===== src/rtl/bit_deposit32.sv =====
// Bit-addressable 32-bit register with single-bit writes and a 32-cycle LSB-first serial fill.
// Latency: writes visible the cycle after acceptance; a burst is 32 BURST cycles plus one DONE cycle.
// Backpressure: wr_ready is high only in IDLE; optional sync clear via BIT_DEPOSIT32_CLR_EN.
module bit_deposit32 (
    input  logic        clk,
    input  logic        rst_n,
`ifdef BIT_DEPOSIT32_CLR_EN
    input  logic        clr,
`endif
    input  logic        wr_valid,
    output logic        wr_ready,
    input  logic [4:0]  wr_sel,
    input  logic        wr_bit,
    input  logic        burst_start,
    input  logic        ser_bit,
    output logic [31:0] q,
    output logic        busy,
    output logic        done
);

    localparam logic [1:0] IDLE  = 2'd0;
    localparam logic [1:0] BURST = 2'd1;
    localparam logic [1:0] DONE  = 2'd2;

    logic [1:0] state;
    logic [4:0] cnt;
    logic       clr_hit;

`ifdef BIT_DEPOSIT32_CLR_EN
    assign clr_hit = clr;
`else
    assign clr_hit = 1'b0;
`endif

    always_ff @(posedge clk or negedge rst_n) begin
        if (!rst_n) begin
            state <= IDLE;
            cnt   <= '0;
            q     <= '0;
        end else if (clr_hit) begin
            state <= IDLE;
            cnt   <= '0;
            q     <= '0;
        end else begin
            case (state)
                IDLE: begin
                    // A coincident single write lands now; serial writes start next edge.
                    if (wr_valid) q[wr_sel] <= wr_bit;
                    if (burst_start) begin
                        state <= BURST;
                        cnt   <= '0;
                    end
                end
                BURST: begin
                    q[cnt] <= ser_bit;
                    if (cnt == 5'd31) begin
                        state <= DONE;
                        cnt   <= '0;
                    end else begin
                        cnt <= cnt + 5'd1;
                    end
                end
                DONE:    state <= IDLE;
                default: begin
                    state <= IDLE;
                    cnt   <= '0;
                end
            endcase
        end
    end

    assign wr_ready = (state == IDLE);
    assign busy     = (state == BURST);
    assign done     = (state == DONE);

endmodule


===== config.mk =====
export PLATFORM = sky130hd
export DESIGN_NAME = bit_deposit32
export DESIGN_NICKNAME = d
export VERILOG_FILES = /design/src/rtl/bit_deposit32.sv
export SDC_FILE = /design/constraint.sdc
export NUM_CORES = 1
export LEC_CHECK = 0
export CORE_MARGIN = 8
export CORE_UTILIZATION = 41
export DETAILED_ROUTE_END_ITERATION = 8
export PLACE_DENSITY = 0.66
export SETUP_SLACK_MARGIN = 0.02
export SLEW_MARGIN = 20
export SYNTH_ARGS = -nofsm -noshare
export SYNTH_HDL_FRONTEND = slang
export SYNTH_SLANG_ARGS = --single-unit

===== constraint.sdc =====
create_clock -name clk -period 4.2 [get_ports clk]
set_input_delay 0.63 -clock clk [delete_from_list [all_inputs] [get_ports clk]]
set_output_delay 0.63 -clock clk [all_outputs]
set_load 0.05 [all_outputs]

# After elaboration in Yosys (flattened, before gate mapping)
# Cells that the tools add are included.
[totals] out_inout_bits=35 in_bits=11 wordCells=36 reg_bits=39
[op_classes] eq_ne=6 order_cmp=4 n_bitwise=1 n_reduce_logical=7 add_sub_neg=1 n_mux=14
[op_table] operator="$bwmux W32" n=2
[op_table] operator="$pmux W32 S2" n=1
[op_table] operator="$mux W32" n=1
[op_table] operator="$pmux W5 S3" n=1
[op_table] operator="$lt A5 B6 Y1 const B" n=2
[op_table] operator="$demux W1 S5" n=2
[op_table] operator="$ge A5 B1 Y1 const B" n=2
[op_table] operator="$mux W5" n=2
[op_table] operator="$reduce_and A2 Y1" n=3
[op_table] operator="$add A5 B1 Y5 const B" n=1
[op_table] operator="$eq A5 B5 Y1 const B" n=1
[op_table] operator="$mux W2" n=2
[op_table] operator="$ne A2 B1 Y1 const B" n=2
[op_table] operator="$pmux W2 S2" n=1
[op_table] operator="$eq A2 B1 Y1 const B" n=1
[op_table] operator="$eq A2 B2 Y1 const B" n=1
[op_table] operator="$logic_and A1 B1 Y1" n=2
[op_table] operator="$logic_not A2 Y1" n=1
[op_table] operator="$mux W1" n=2
[op_table] operator="$ne A2 B2 Y1 const B" n=1
[op_table] operator="$reduce_bool A2 Y1" n=1
[op_table] operator="$not A1 Y1" n=1

# Logic depth before layout (Yosys ltp)
[logic_depth] ltp_word=7 ltp_mapped=7

# Least setup slack after synthesis
# No wires, ideal clock.
[synth_timing] path_kind="register to output" startpoint="register state[0]" endpoint="output port done" stages_incl_launch_ff=3 t_required_ps=3570 path_buffers=1 setup_slack_ps=2297 arrival_time_ps=1273 path_cell_list="dfrtp_1 > buf_4 > nor2_1"
[synth_between] elab_chain_cells=1
[synth_rtl] item="start, declared" line_no="25" text="logic [1:0] state;"
[synth_rtl] item="start signal, assigned" line_no="37" text="state <= IDLE;"
[synth_rtl] item="start signal, assigned" line_no="41" text="state <= IDLE;"
[synth_rtl] item="start signal, assigned" line_no="50" text="state <= BURST;"
[synth_rtl] item="$eq A2 B2 Y1" line_no="74" text="assign done = (state == DONE);"
[synth_rtl] item="end, declared" line_no="18" text="output logic done"
# Every way passes these cells.

# Final worst setup path
[layout_timing] startpoint="register state[0]" endpoint="output port busy"
[layout_between] elab_chain_cells=1
[layout_rtl] item="$eq A2 B1 Y1" line_no="73" text="assign busy = (state == BURST);"
[layout_rtl] item="end, declared" line_no="17" text="output logic busy,"
# Every way passes these cells.

==> metrics.csv <==
metric;value;unit
status;finished clean;
power per cell area;808;mW/mm^2
Core ar.;0.00718;mm^2
1st-iter DRT viols;324;
vias in the first global route;2465;
Synth cell types;38;
unrepaired setup endpoints after global routing;false;
Async SR Flop Fraction;100;%
Fmax;375;MHz
largest net degree at the start of global routing;40;
Resize count post-CTS;0;
drc violations;0;
gr usage total;16.4;%
Slew HR;38.6;%
Ys Warns;0;
Post-synth top cells;nand3_1, dfrtp_1, a22o_1;
fill count;682;
PortBufs;45;
Die Wd;101;um
nets;344;
P_leak;1.25;nW
Area growth syn-to-layout;13.7;%
min Tclk post-route;2.67;ns
CP peak stage delay;0.80;ns
final cell count without fillers;428;
TritonRoute pass-1 iters;6;
# hold bufs at CTS;0;
Antenna Cells;0;
area of the die;0.0103;mm^2
final slew viol count;0;
Multi-input gate area;0.00169;mm^2
Avg Cell Area, Syn;9.38;um^2
CTS tree;yes;
Critical Path Fanout Max;17;
RR Startpoint;cnt[4];
clk_lat worst skew;0.30;ns
register area;976;um^2
critical path launch point type;flop;
Final ANT Viol Nets;0;
top-area cell type share of the netlist area;32.6;%
final setup fails;0;
Post-Syn Area;0.00299;mm^2
Worst-path clk slew;0.08;ns
H-tree depth;2;
setup TNS;0;ns
layout cell share with drive strength beyond 1;7.90;%
WL/cell;19.8;um
die height;101;um
Cells after Synth;319;
Routed Wire Length;8490;um
WHS;0.463;ns
crit path DAT;2.04;ns
reg2reg setup slack;2.23;ns
dpl cells;420;
initial antenna violation count;0;
post-route clock skew;0.00615;ns
kind of critical path;reg -> out;
most common cell in the synthesized netlist;nand3_1;
crit path cell chain;nand2b_1 > inv_1 > clkdlybuf4s50_1;
worst path required time;3.57;ns
CTS Buf Count;5;
number of max-cap violations;0;
slowest stage cell on the critical path;clkdlybuf4s50_1;
Worst Setup EP;busy;
RR Endpoint;q[19];
GP Congestion;0.805;
r2r worst-path depth;4;
number of synthesized flops with an enable pin;0;
slew at the pin closest to its max-slew limit;0.921;ns
vias post-DR;2836;
Worst Setup End Kind;output pin;
clk sinks;39;
Rows;31;
# Post-CTS Setup Buffers;0;
first-pass GRT wire length;13300;um
post-synthesis sequential area ratio;32.6;%
Syn Nets;335;
Ports;46;
Via density;6.63;
initial cell density of the core;41.7;%
area leader, netlist;dfrtp_1;
Top FF cell, synth;dfrtp_1;
Peak VDD IR;378;uV
grt total ovfl;0;
Clock Tree Root;clkbuf_8;
maximum clock path buffer count;2;
Hold Crit Class;in -> async;
Setup crit start;state[0];
FF+latch count, synth;39;
final period utilization;63.5;%
Final Hold Fails;0;
post-detail-place hpwl;5400;um
main area contributors after synthesis;dfrtp_1, a22o_1, a221oi_1, nand3_1, a31oi_1;
## how the worst min path moves through the flow
stage | endpoint | slack (ns) | cells past startpoint
floorplan | cnt[0] | 0.33 | 0
global placement | q[14] | 0.56 | 2
detailed placement | q[1] | 0.55 | 2
CTS | q[4] | 0.50 | 1
global route | q[9] | 0.55 | 1
finish | q[13] | 0.46 | 1
## sequential cells by signal (all words and copies together) (netlist names)
signal  count
cnt         5
q          32
state       2
## cell type report
class / instances / area share, %
Timing Repair Buffer: 51 / 14.4
Tap cell: 99 / 3.64
Clock buffer: 8 / 2.94
Sequential cell: 39 / 28.7
Inverter: 6 / 0.662
Multi-Input combinational cell: 225 / 49.7
## critical path: cells and delay by family (launching register included)
family                 cells  cell delay, ns
buffers and inverters      2            0.90
DFF                        1            0.70
and+or+nand+nor            1            0.14
## cell families (layout without fill, tap and decap cells)
| logic type | after synthesis | count (layout) | synth area share, % |
|---|---|---|---|
| xor gates and xnor gates | 2 | 2 | 0.585 |
| AOI/OAI and AO/OA | 102 | 102 | 27.1 |
| buffers and inverters | 55 | 65 | 11.6 |
| DFF | 39 | 39 | 32.6 |
| and+or+nand+nor | 114 | 114 | 25.3 |
| adders and majority gates | 5 | 5 | 2.09 |
| muxes | 2 | 2 | 0.711 |
## metal layers
layer  global-route usage (%)  part of all wire (%)  vias to the layer above
li1                         -                     -                     1269
met1                     22.6                    44                     1409
met2                     24.1                    46                      151
met3                     5.57                   9.9                        7
met4                     3.32                  0.85                        0
met5                        0                     0                        -
## metrics by stage
step	setup slack, ns	utilization, %	power (mW)	area, um^2
2_1_floorplan	2.30	-	2.02	2990
3_3_place_gp	1.82	45.9	2.42	3300
3_5_place_dp	1.73	45.9	2.44	3300
4_1_cts	1.50	47.3	2.74	3400
5_1_grt	1.33	47.4	2.90	3400
6_report	1.53	47.4	2.75	3400
## where the power goes
part           internal [mW]  total, mW  switching (mW)  leakage [nW]
logic                  0.583       1.71            1.13         0.727
registers              0.555      0.741           0.187         0.476
clock network          0.150      0.294           0.144        0.0515
## layout by cell type (no fill, tap or decap), types with 2 or more instances in the layout
master           synthesis  routed
ha_1                     5       5
nor4b_2                  4       4
a22o_1                  35      35
and2_1                   3       3
inv_1                    6       6
a31oi_1                 32      32
nand2_1                 24      24
dfrtp_1                 39      39
and4b_1                  8       8
and3b_1                  8       8
clkbuf_8                 0       7
a221oi_1                31      31
nor2_1                   6       6
nand3_1                 41      41
and4bb_1                 5       5
buf_4                    6       6
and3_1                   2       2
clkdlybuf4s50_1          0      44
nor2b_1                  3       3
nor3b_1                  2       2
Power figures use the tool's default switching activity.
